File: config.mk
export PLATFORM = sky130hd
export DESIGN_NAME = ecg_sync_gen
export DESIGN_NICKNAME = d
export VERILOG_FILES = /design/src/rtl/ecg_pkg.sv /design/src/rtl/ecg_phase_cnt.sv /design/src/rtl/ecg_sync_gen.sv
export SDC_FILE = /design/constraint.sdc
export NUM_CORES = 1
export LEC_CHECK = 0
export CORE_MARGIN = 1.5
export CORE_UTILIZATION = 55
export CTS_BUF_LIST = sky130_fd_sc_hd__clkbuf_4 sky130_fd_sc_hd__clkbuf_8
export DETAILED_ROUTE_END_ITERATION = 7
export GPL_TIMING_DRIVEN = 1
export PLACE_DENSITY = 0.81
export REMOVE_ABC_BUFFERS = 1
export SLEW_MARGIN = 20
export SYNTH_ARGS = -nofsm -noshare
export SYNTH_HDL_FRONTEND = slang
export SYNTH_SLANG_ARGS = --single-unit
export TNS_END_PERCENT = 30
File: constraint.sdc
create_clock -name clk -period 4.3 [get_ports clk]
set_clock_uncertainty 0.15 [all_clocks]
set_input_delay 0.86 -clock clk [delete_from_list [all_inputs] [get_ports clk]]
set_output_delay 0.86 -clock clk [all_outputs]
set_load 0.01 [all_outputs]
File: src/rtl/ecg_pkg.sv
// ecg_pkg: constants and FSM state type shared by the ECG sync pulse
// generator and its phase counter.
//   RX_SAMPLE_INTERVAL : sample interval of the ECG sync receiver, in clk cycles
//   MIN_PHASE_DEFAULT  : shortest legal high or low time, two receiver sample
//                        intervals, so the receiver sees every level at least once
//   ecg_state_t        : generator FSM states (IDLE / HIGH / LOW)
package ecg_pkg;

  localparam int unsigned RX_SAMPLE_INTERVAL = 4096;
  localparam int unsigned MIN_PHASE_DEFAULT  = 2 * RX_SAMPLE_INTERVAL;

  typedef enum logic [1:0] {
    ST_IDLE = 2'b00,
    ST_HIGH = 2'b01,
    ST_LOW  = 2'b10
  } ecg_state_t;

endpackage

File: src/rtl/ecg_phase_cnt.sv
// ecg_phase_cnt: loadable phase counter for the ECG sync generator.
// It compares the count against the latched high time and beat period.
// Ports:
//   clk, rst            : clock, asynchronous active-high reset
//   load                : restart the count at 1 (first cycle of a beat)
//   clr                 : clear the count to 0 (train ended or aborted)
//   inc                 : advance the count by one
//   high_lat            : latched pulse high time
//   period_lat          : latched beat period
//   at_high, at_period  : count equals high_lat / period_lat
module ecg_phase_cnt #(
  parameter int unsigned PERIOD_W = 32,
  parameter int unsigned HIGH_W   = 24
) (
  input  logic                clk,
  input  logic                rst,
  input  logic                load,
  input  logic                clr,
  input  logic                inc,
  input  logic [HIGH_W-1:0]   high_lat,
  input  logic [PERIOD_W-1:0] period_lat,
  output logic                at_high,
  output logic                at_period
);

  logic [PERIOD_W-1:0] phase;

  always_ff @(posedge clk or posedge rst) begin
    if (rst) begin
      phase <= '0;
    end else if (clr) begin
      phase <= '0;
    end else if (load) begin
      phase <= PERIOD_W'(1);
    end else if (inc) begin
      phase <= phase + PERIOD_W'(1);
    end
  end

  assign at_high   = (phase == PERIOD_W'(high_lat));
  assign at_period = (phase == period_lat);

endmodule

File: src/rtl/ecg_sync_gen.sv
// ecg_sync_gen: synthetic ECG sync pulse generator. It drives a train of
// active-high pulses with a programmable period and high time, either for a
// fixed number of beats or continuously.
// Ports:
//   clk, rst    : clock, asynchronous active-high reset
//   en          : block enable; dropping it aborts any running train
//   start       : one-cycle request to begin a train
//   period_cyc  : beat period in clk cycles (sampled at accepted start)
//   high_cyc    : pulse high time in clk cycles (sampled at accepted start)
//   beats       : number of beats, 0 = continuous (sampled at accepted start)
//   ecg_sync    : generated sync pulse (registered)
//   beat_stb    : one-cycle strobe on each rising edge of ecg_sync
//   beat_cnt    : beats issued in the current train
//   busy        : a train is running
//   done        : one-cycle strobe when a finite train completes
//   cfg_err     : one-cycle strobe when a start is rejected for bad timing
module ecg_sync_gen
  import ecg_pkg::*;
#(
  parameter int unsigned PERIOD_W  = 32,
  parameter int unsigned HIGH_W    = 24,
  parameter int unsigned CNT_W     = 10,
  parameter int unsigned MIN_PHASE = MIN_PHASE_DEFAULT
) (
  input  logic                clk,
  input  logic                rst,
  input  logic                en,
  input  logic                start,
  input  logic [PERIOD_W-1:0] period_cyc,
  input  logic [HIGH_W-1:0]   high_cyc,
  input  logic [CNT_W-1:0]    beats,
  output logic                ecg_sync,
  output logic                beat_stb,
  output logic [CNT_W-1:0]    beat_cnt,
  output logic                busy,
  output logic                done,
  output logic                cfg_err
);

  ecg_state_t state_q, state_d;

  logic [PERIOD_W-1:0] period_lat;
  logic [HIGH_W-1:0]   high_lat;
  logic [CNT_W-1:0]    beats_lat;

  logic             sync_q, sync_d;
  logic             stb_q, stb_d;
  logic [CNT_W-1:0] cnt_q, cnt_d;
  logic             busy_q, busy_d;
  logic             done_q, done_d;
  logic             err_q, err_d;

  logic cfg_load;
  logic ph_load, ph_clr, ph_inc;
  logic at_high, at_period;

  // Timing check is done one bit wider than the period so that a high time
  // longer than the period shows up as a negative low time and is rejected.
  logic [PERIOD_W:0] high_ext;
  logic [PERIOD_W:0] low_diff;
  logic [PERIOD_W:0] min_ext;
  logic              cfg_ok;

  assign high_ext = (PERIOD_W+1)'(high_cyc);
  assign min_ext  = (PERIOD_W+1)'(MIN_PHASE);
  assign low_diff = {1'b0, period_cyc} - high_ext;
  assign cfg_ok   = (high_ext >= min_ext) && !low_diff[PERIOD_W] && (low_diff >= min_ext);

  ecg_phase_cnt #(
    .PERIOD_W (PERIOD_W),
    .HIGH_W   (HIGH_W)
  ) u_phase (
    .clk        (clk),
    .rst        (rst),
    .load       (ph_load),
    .clr        (ph_clr),
    .inc        (ph_inc),
    .high_lat   (high_lat),
    .period_lat (period_lat),
    .at_high    (at_high),
    .at_period  (at_period)
  );

  always_comb begin
    state_d  = state_q;
    sync_d   = sync_q;
    stb_d    = 1'b0;
    cnt_d    = cnt_q;
    busy_d   = busy_q;
    done_d   = 1'b0;
    err_d    = 1'b0;
    cfg_load = 1'b0;
    ph_load  = 1'b0;
    ph_clr   = 1'b0;
    ph_inc   = 1'b0;

    if (!en) begin
      // Abort wins over everything, including a simultaneous start.
      state_d = ST_IDLE;
      sync_d  = 1'b0;
      busy_d  = 1'b0;
      cnt_d   = '0;
      ph_clr  = 1'b1;
    end else begin
      unique case (state_q)
        ST_IDLE: begin
          sync_d = 1'b0;
          busy_d = 1'b0;
          if (start) begin
            if (cfg_ok) begin
              cfg_load = 1'b1;
              ph_load  = 1'b1;
              state_d  = ST_HIGH;
              sync_d   = 1'b1;
              stb_d    = 1'b1;
              cnt_d    = CNT_W'(1);
              busy_d   = 1'b1;
            end else begin
              err_d = 1'b1;
            end
          end
        end
        ST_HIGH: begin
          ph_inc = 1'b1;
          if (at_high) begin
            sync_d  = 1'b0;
            state_d = ST_LOW;
          end
        end
        ST_LOW: begin
          if (at_period) begin
            if ((beats_lat != '0) && (cnt_q == beats_lat)) begin
              done_d  = 1'b1;
              busy_d  = 1'b0;
              state_d = ST_IDLE;
              ph_clr  = 1'b1;
            end else begin
              // Continuous mode relies on the natural wrap of the adder.
              state_d = ST_HIGH;
              sync_d  = 1'b1;
              stb_d   = 1'b1;
              cnt_d   = cnt_q + CNT_W'(1);
              ph_load = 1'b1;
            end
          end else begin
            ph_inc = 1'b1;
          end
        end
        default: begin
          state_d = ST_IDLE;
          sync_d  = 1'b0;
          busy_d  = 1'b0;
        end
      endcase
    end
  end

  always_ff @(posedge clk or posedge rst) begin
    if (rst) begin
      state_q <= ST_IDLE;
      sync_q  <= 1'b0;
      stb_q   <= 1'b0;
      cnt_q   <= '0;
      busy_q  <= 1'b0;
      done_q  <= 1'b0;
      err_q   <= 1'b0;
    end else begin
      state_q <= state_d;
      sync_q  <= sync_d;
      stb_q   <= stb_d;
      cnt_q   <= cnt_d;
      busy_q  <= busy_d;
      done_q  <= done_d;
      err_q   <= err_d;
    end
  end

  always_ff @(posedge clk or posedge rst) begin
    if (rst) begin
      period_lat <= '0;
      high_lat   <= '0;
      beats_lat  <= '0;
    end else if (cfg_load) begin
      period_lat <= period_cyc;
      high_lat   <= high_cyc;
      beats_lat  <= beats;
    end
  end

  assign ecg_sync = sync_q;
  assign beat_stb = stb_q;
  assign beat_cnt = cnt_q;
  assign busy     = busy_q;
  assign done     = done_q;
  assign cfg_err  = err_q;

endmodule
; ---- Word level (Yosys, flattened, before mapping)
; Index checks and enable logic that the tools add are counted.
[word_totals]
register_bits = 115
output_inout_bits = 15
inputBits = 70
rom_bits = 0
ramBits = 0
n_memories = 0
latch_bits = 0
elab_cells = 85
[op_classes]
mux = 45
div = 0
n_bitwise = 0
eq_ne = 13
addsub = 3
mul = 0
n_reduce_logical = 11
order_cmp = 2
n_shift = 0
[op_table]
columns = cell, count
row1 = 32-bit two-way mux, 3
row2 = 10-bit two-way mux, 5
row3 = "33-bit by 14-bit greater-or-equal comparator with 1-bit output, second input constant", 1
row4 = 32-bit by 24-bit subtractor with 33-bit output, 1
row5 = "32-bit by 1-bit adder with 32-bit output, second input constant", 1
row6 = 32-bit by 24-bit equality test with 1-bit output, 1
row7 = 32-bit equality test, 1
row8 = 1-bit two-way mux, 26
row9 = "24-bit by 14-bit greater-or-equal comparator with 1-bit output, second input constant", 1
row10 = 10-bit case mux with 2 select lines, 1
row11 = "3-bit inequality test, second input constant", 6
row12 = "10-bit by 1-bit adder with 10-bit output, second input constant", 1
row13 = 10-bit equality test, 1
row14 = 2-bit two-way mux, 5
row15 = 10-bit nonzero test, 1
row16 = 1-bit case mux with 3 select lines, 2
row17 = 2-bit case mux with 3 select lines, 1
row18 = 3-bit AND reduction, 2
row19 = 5-bit AND reduction, 1
row20 = 1-bit case mux with 2 select lines, 2
row21 = 4-bit AND reduction, 1
row22 = 1-bit logical AND, 3
row23 = "3-bit by 1-bit inequality test with 1-bit output, second input constant", 1
row24 = 3-bit nonzero test, 1
row25 = 5 further kinds, 5

; ---- Depth between registers and ports, before layout
; Gate-level depths: netlist of the first run.
[logic_depth]
word_depth = 10
depth_mapped = 15
ltp_nobuf = 13

; ---- Modules after synthesis
; Synthesis of the first run repeated with hierarchy kept, for this count alone.
[hier_totals]
cells_unflattened = 903
hier_area_um2 = 8199.1
[modules_own_cells]
columns = mod, cells_each, area_per_inst_um2, instances, seq_area_each_um2
row1 = ecg_sync_gen, 616, 5659.2, 1, 2077.0
row2 = ecg_phase_cnt, 287, 2539.9, 1, 800.8

; ---- Worst setup path after synthesis of the first run
; OpenSTA, ideal clock, no wires.
[synth_timing]
path_kind = input -> register
from = in period_cyc[0]
to = reg cnt_q[0], in the netlist beat_cnt[0]
path_slack_ps = -243
t_arrival_ps = 4268
path_stages = 14
n_path_buf = 1
t_required_ps = 4025
setup_ps = 125
path_cell_list = inv_1 ha_1 fa_1 nor2b_1 o31a_1 o21ai_1 o2111a_1 a2111oi_0 nand4b_1 or4_4 nor4_4 or2_1 buf_6 mux2_4
[synth_between]
elab_chain_len = 6
word_cells_on_any_way = 7
cone_classes = add/sub (1) / order compare (1) / eq/ne (1) / reduce/logical (4)
[synth_lines]
columns = item, line
row1 = "start, declared", ecg_sync_gen.sv:29  ; input logic [PERIOD_W-1:0] period_cyc,
row2 = 32-bit by 24-bit subtractor with 33-bit output *, ecg_sync_gen.sv:66  ; assign low_diff = {1'b0, period_cyc} - high_ext;
row3 = "parallel branches: the longest is 2 deep, another holds 33-bit by 14-bit greater-or-equal comparator with 1-bit output", -
row4 = 1-bit logical AND *, ecg_sync_gen.sv:67  ; assign cfg_ok = (high_ext >= min_ext) && !low_diff[PERIOD_W] && (low_diff >= min_ext);
row5 = 3-bit inequality test (no line) *, -
row6 = 5-bit AND reduction (no line) *, -
row7 = "end signal, assigned", ecg_sync_gen.sv:171  ; cnt_q <= cnt_d;
row8 = "end, declared", ecg_sync_gen.sv:48  ; logic [CNT_W-1:0] cnt_q, cnt_d;
; Mark *: on every way between the ends.
; A chain may end at the register's enable or synchronous reset.

; ---- Final worst setup path of the first run
[layout_timing]
from = in high_cyc[14]
to = reg u_phase.phase[20]
[layout_between]
elab_chain_len = 10
word_cells_on_any_way = 13
cone_classes = add/sub (1) / order compare (2) / mux (6) / reduce/logical (4)
[layout_lines]
columns = item, line
row1 = "start, declared", ecg_sync_gen.sv:30  ; input logic [HIGH_W-1:0] high_cyc,
row2 = "parallel branches: the longest is 3 deep, another holds 32-bit by 24-bit subtractor with 33-bit output", -
row3 = 1-bit logical AND *, ecg_sync_gen.sv:67
row4 = 1-bit two-way mux *, ecg_sync_gen.sv:110  ; if (cfg_ok) begin
row5 = 1-bit two-way mux *, ecg_sync_gen.sv:109  ; if (start) begin
row6 = 1-bit case mux with 2 select lines *, ecg_sync_gen.sv:105  ; unique case (state_q)
row7 = 1-bit two-way mux *, ecg_sync_gen.sv:97  ; if (!en) begin
row8 = 32-bit two-way mux, ecg_phase_cnt.sv:33  ; end else if (load) begin
row9 = 32-bit two-way mux, ecg_phase_cnt.sv:31  ; end else if (clr) begin
row10 = "end signal, assigned", ecg_phase_cnt.sv:36  ; phase <= phase + PERIOD_W'(1);
row11 = "end, declared", ecg_phase_cnt.sv:26  ; logic [PERIOD_W-1:0] phase;
; Marks and branches as above.

==> impl_metrics.yaml, run 1 <==
run_status:
  status: "finished with violations"
  violations: "capacitance limit, slew limit, setup timing"
global_route:
  grt_pass1_vias: 8977
  track_usage_pct: 39.69
  grt_pass1_wl_um: 48830
  antenna_found_initial: 1
  grt_max_degree: 67
  grt_overflow: 0
logic_synthesis:
  syn_area_um2: 8421
  synthDominantCellAreaShare_pct: 34.18
  synth_cells: 931
  synth_seq_area_share_pct: 34.18
  yosysWarnings: 0
  ys_async_sr_fraction_pct: 100.0
  synth.avg_cell_area_um2: 9.045
  synthTopCellsByArea: "dfrtp_1 (34%), mux2_2 (8.8%), xnor2_1 (8.0%), ha_1 (4.5%), nor2_1 (3.4%)"
  ys.flop_type: "dfrtp_1"
  synth_edf_count: 0
  synth_top_area_cell: "dfrtp_1"
  synth-seq-cells: 115
  yosysUniqueCellTypes: 81
die:
  rows: 45
  die_h_um: 126.7
  dieArea_um2: 16060
  ios: 85
  fp.dieW_um: 126.7
  core-area_um2: 15090
  initial_core_util_pct: 55.80
setup_path:
  worstPathArrival_ps: 4540
  crit_type: "primary input to flip-flop"
  reg2reg_from: "u_phase.phase[23]"
  worstPathRequired_ps: 4510
  r2r_slack_ps: 460
  startpoint_type: "primary input"
  end_kind: "flip-flop"
  startpoint: "high_cyc[14]"
  crit_fanout: 7
cts:
  cts_tree: "done"
  cts_sinks: 115
  numCtsBuffers: 17
  clk_pin_slew_ps: 70
  htreeDepth: 4
  clk_latency_ps: 450
  clock-root-buffer: "clkbuf_8"
  hold_buffers: 0
  clock_path_buffers: 2
sta:
  finalCriticalPeriod_ps: 4336
  slew_viol_final: 1
  setup_tns_ps: -77.65
  max_freq_ghz: 0.2306
  hold_viol: 0
  layout_setup_ws_ps: -35.86
  setup_violations: 3
  finalCritPeriodShare_pct: 100.8
  rsz0062_at_grt: "true"
  tightest_slew_ps: 1499
  timing.slew.headroom_pct: -0.8557
detailed_routing:
  drc: 0
  wl_um: 34280
  wl_met1_um: 12730
  dr_wl_met3_um: 3387
  vias: 9406
  wl_met2_um: 15970
  wire_per_inst_um: 23.97
  dr.pass1.iters: 6
  routed.top_layer: "met5"
  vias_per_cell: 6.578
  ant_nets: 0
  dr.first_iter.drc_count: 1242
worst_hold_path:
  hold_class: "flip-flop to flip-flop"
  hold_start: "ecg_sync"
finish:
  syn_to_final_growth_pct: 49.14
  post-route-cell-area_um2: 12560
  fin_util_pct: 83.23
  drive_above_1_share_pct: 38.81
  n_antenna_cell: 0
  layout_common_cells: "buf_4 (222), dfrtp_1 (115), xnor2_1 (76)"
  finalNetCount: 1331
  mostFrequentLayoutCell: "buf_4"
place:
  port_buffers: 84
  placed_cell_area_um2: 10890
  gp_congestion: 1.015
  hpwl_um: 22100
pwr:
  power.density_nw_per_um2: 407.3
  power.leakage_nw: 5.492
  peakVddDrop_mv: 0.3773
flow_run:
  maxCapViolCount: 1
-- cells by family (layout without fill, tap and decap cells) --
logic type	count (synthesis)	in the layout	share of synthesized area, %
buf+inv	93	401	4.547
simple gates	318	321	19.96
xor+xnor	105	105	10.92
compound gates	195	195	15.87
flops	115	115	34.18
mux	74	74	9.837
fa+ha+maj	31	31	4.695
-- critical path, stage by stage --
cell	delay, ps
clkdlybuf4s15_1	250
inv_1	170
ha_4	240
a21oi_2	230
o21ai_4	110
a221o_1	380
a221oi_2	300
o211ai_1	140
or4_4	550
nor4_4	260
a211oi_4	100
buf_6	150
buf_6	110
buf_12	130
nand2b_2	300
nor2_1	220
-- per-layer routing --
metal | GRT usage (%) | vias up
li1 | - | 3982
met2 | 66.31 | 760
met5 | 0 | -
met4 | 19.39 | 2
met3 | 7.296 | 218
met1 | 49.77 | 4444
-- Yosys cell counts, drive strengths merged, types with 8 or more instances --
cell type  count
dfrtp        115
a31oi          9
clkbuf        29
mux2          67
o21ai         41
ha            30
or3           12
nand2         70
xnor2         77
nor4          24
and3          13
buf           18
xor2          28
nor3          19
nor2          76
nand4         36
inv           46
a21oi         48
o211ai        10
a21boi         8
nand3         24
-- repair_timing --
action,in CTS,in global routing
setup endpoints to repair,114,113
pin swaps,25,27
cloned,2,4
buffers inserted,10,23
gates resized for setup,97,151
-- cell type report --
type | count | area (µm²)
Fill cell | 827 | 2531
Inverter | 46 | 175.2
Timing Repair Buffer | 324 | 2806
Clock buffer | 21 | 282.8
Clock inverter | 10 | 178.9
Multi-Input combinational cell | 726 | 6002
Tap cell | 188 | 235.2
Sequential cell | 115 | 2878
-- power breakdown --
part	total (mW)	internal, mW	switching [mW]
Clock	1.20	0.737	0.463
Sequential	1.76	1.43	0.331
Combinational	2.16	1.12	1.04
-- stage by stage --
step	total power [mW]	worst slack [ps]	instances	hold slack (ps)
global route	5.296	-108.8	1430	392.8
detailed placement	3.528	-910.9	1361	353.9
global placement	3.453	-880.4	1361	342.5
CTS	4.858	-46.98	1404	368.4
floorplan	2.788	-2398	884	350.8
finish	5.115	-35.86	1430	375.2
-- sequential cells by signal, indices dropped and copies added (netlist names) --
register / flops
beat_cnt: 10
beat_stb: 1
beats_lat: 10
busy: 1
cfg_err: 1
done: 1
ecg_sync: 1
high_lat: 24
period_lat: 32
state_q: 2
u_phase.phase: 32
-- path summary, 6_finish.rpt --
check | endpoint | depth (start not counted)
worst max-delay path | u_phase.phase[20] | 16
worst min-delay path | ecg_sync | 1
worst max register to register | u_phase.phase[16] | 11
worst min register to register | ecg_sync | 1
max in group asynchronous | high_lat[12] | 3
min in group asynchronous | beat_cnt[7] | 2
No activity file was read; power rests on OpenSTA's default activity.
==> run 2, diff against run 1 <==
Settings changed: HOLD_SLACK_MARGIN from default to 0.1.
==> results of run 2 <==
No change in the layout: final DEF, timing and power equal those of run 1.
==> run 3, diff against run 2 <==
Settings changed: SKIP_LAST_GASP from default to 1.
==> run 3 against run 2 <==
The flow finishes with violations (setup timing); sequential power hardly changed; hold slack improved by 5.1 ps; count of clock-buffer cells in the layout unchanged; first-iteration DRC count is 16% lower; sequential share of layout area is 0.23 points lower; maximum frequency is 0.36% lower; critical endpoint is now u_phase.phase[12]; largest cell class unchanged; highest routed layer unchanged.
==> impl_metrics.yaml, run 3 (same netlist as run 1, synthesis figures left out) <==
run_status:
  status: "finished with violations"
  violations: "setup timing"
setup_path:
  crit_fanout: 7
  cp_slowest_cell: "or4_4"
  worstPathRequired_ps: 4520
  r2r_slack_ps: 400
  worstPathArrival_ps: 4570
  end_kind: "flip-flop"
  r2r_cells: 11
  slowest_delay_ps: 550
  cp_common_cell: "nor4_4"
  reg2reg_from: "u_phase.phase[23]"
  crit_type: "primary input to flip-flop"
  cp_cell_sequence: "clkdlybuf4s15_1, inv_2, ha_4, and2_1, and3_1, a22o_1, buf_4, nor4_4, nor2_2, or4_4, nor4_4, a211oi_4, buf_6, buf_12, nand2b_2, nor2_1"
  startpoint_type: "primary input"
  timing.rr.end: "u_phase.phase[21]"
global_route:
  antenna_found_initial: 1
  grt_pass1_vias: 8948
  grt_max_degree: 67
  grt_overflow: 0
  grt_pass1_wl_um: 48600
  track_usage_pct: 39.54
detailed_routing:
  routed.top_layer: "met5"
  wl_met1_um: 12940
  wire_per_inst_um: 24.51
  wl_met2_um: 16360
  vias_per_cell: 6.615
  wl_um: 35180
  ant_nets: 0
  dr_wl_met3_um: 3469
  vias: 9492
  drc: 0
  dr.first_iter.drc_count: 1039
  dr.pass1.iters: 7
worst_hold_path:
  hold-path-cell-count: 1
  holdPathEnd: "ecg_sync"
  hold_start: "ecg_sync"
  hold_class: "flip-flop to flip-flop"
cts:
  hold_buffers: 0
  clk_pin_slew_ps: 70
  clock_path_buffers: 2
  clock-root-buffer: "clkbuf_8"
  numCtsBuffers: 17
  clk_latency_ps: 460
  cts_sinks: 115
  htreeDepth: 4
  cts_tree: "done"
finish:
  reg_top3: "period_lat x32, u_phase.phase x32, high_lat x24"
  drive_above_1_share_pct: 39.13
  layout_common_cells: "buf_4 (230), dfrtp_1 (115), xnor2_1 (76)"
  syn_to_final_growth_pct: 50.62
  fin_util_pct: 84.05
  mostFrequentLayoutCell: "buf_4"
  multi_input_area_um2: 6065
  n_antenna_cell: 0
  finalNonFillerCells: 1435
  seqCellArea_um2: 2878
  fill_cells: 790
  finalNetCount: 1336
sta:
  setup_violations: 5
  layout_setup_ws_ps: -51.65
  hold_viol: 0
  rsz0062_at_grt: "true"
  max_freq_ghz: 0.2298
  slew_viol_final: 0
  timing.slew.headroom_pct: 2.851
  finalCriticalPeriod_ps: 4352
  tightest_slew_ps: 1444
  finalCritPeriodShare_pct: 101.2
  setup_tns_ps: -163.7
  timing.hold.ws_ps: 380.3
die:
  initial_core_util_pct: 55.80
  rows: 45
  ios: 85
  die_h_um: 126.7
  fp.dieW_um: 126.7
  dieArea_um2: 16060
  core-area_um2: 15090
place:
  gp_congestion: 1.015
  hpwl_um: 22100
  dp_cells: 1361
  port_buffers: 84
pwr:
  power.leakage_nw: 5.586
  power.density_nw_per_um2: 406.2
  peakVddDrop_mv: 0.3632
flow_run:
  maxCapViolCount: 0
[run 3: changes by cell type in the layout (fill, tap and decap cells not counted), sizes merged]
cell	change
clkdlybuf4s50	-2
buf	+6
dlymetal6s2s	+8
clkdlybuf4s15	-1
clkbuf	-6
[run 3: through the flow]
step / power [mW] / cell area (µm²) / setup WS, ps
floorplan: 2.788 / 8210 / -2398
global placement: 3.453 / 10890 / -880.4
detailed placement: 3.528 / 10890 / -910.9
CTS: 4.852 / 11840 / -52.08
global route: 5.330 / 12680 / -110.5
finish: 5.153 / 12680 / -51.65
[run 3: where the power goes]
part / switching, mW / total, mW / internal [mW]
Sequential: 0.329 / 1.76 / 1.43
Clock: 0.473 / 1.21 / 0.737
Combinational: 1.07 / 2.19 / 1.12
[run 3: what timing repair did]
item                       CTS  global route
resized for setup           85           167
gates cloned                 2             3
setup buffers               10            31
pin swaps                   23            54
setup endpoints to repair  114           114
[run 3: final cells by class]
class / instances / area share (%)
clock inverters: 10 / 1.411
clock buffers: 21 / 2.229
well taps: 188 / 1.855
repair buffers: 329 / 22.62
flip-flops and latches: 115 / 22.69
inverters: 46 / 1.381
multi-input cells: 726 / 47.82
[run 3: worst max-delay path by stage]
stage / startpoint / to / slack, ps / depth (start not counted)
5_1_grt: period_cyc[5] / beat_cnt[9] / -110 / 15
4_1_cts: high_cyc[2] / period_lat[11] / -50 / 18
3_5_place_dp: period_cyc[0] / beat_cnt[0] / -910 / 15
2_1_floorplan: period_cyc[0] / u_phase.phase[10] / -2400 / 13
3_3_place_gp: period_cyc[0] / beat_cnt[0] / -880 / 15
6_report: high_cyc[14] / u_phase.phase[12] / -50 / 16
[run 3: critical path, delay by kind of cell]
kind / cells / cell delay [ps]
buffers and inverters: 5 / 830
AO/OA/AOI/OAI: 2 / 410
adder cells (fa/ha/maj): 1 / 250
AND/OR/NAND/NOR: 8 / 2200
[run 3: routing by layer]
layer	vias to the layer above	track usage, %
met5	-	0
met4	2	19.25
met3	237	7.043
met2	722	65.90
met1	4537	49.91
li1	3994	-
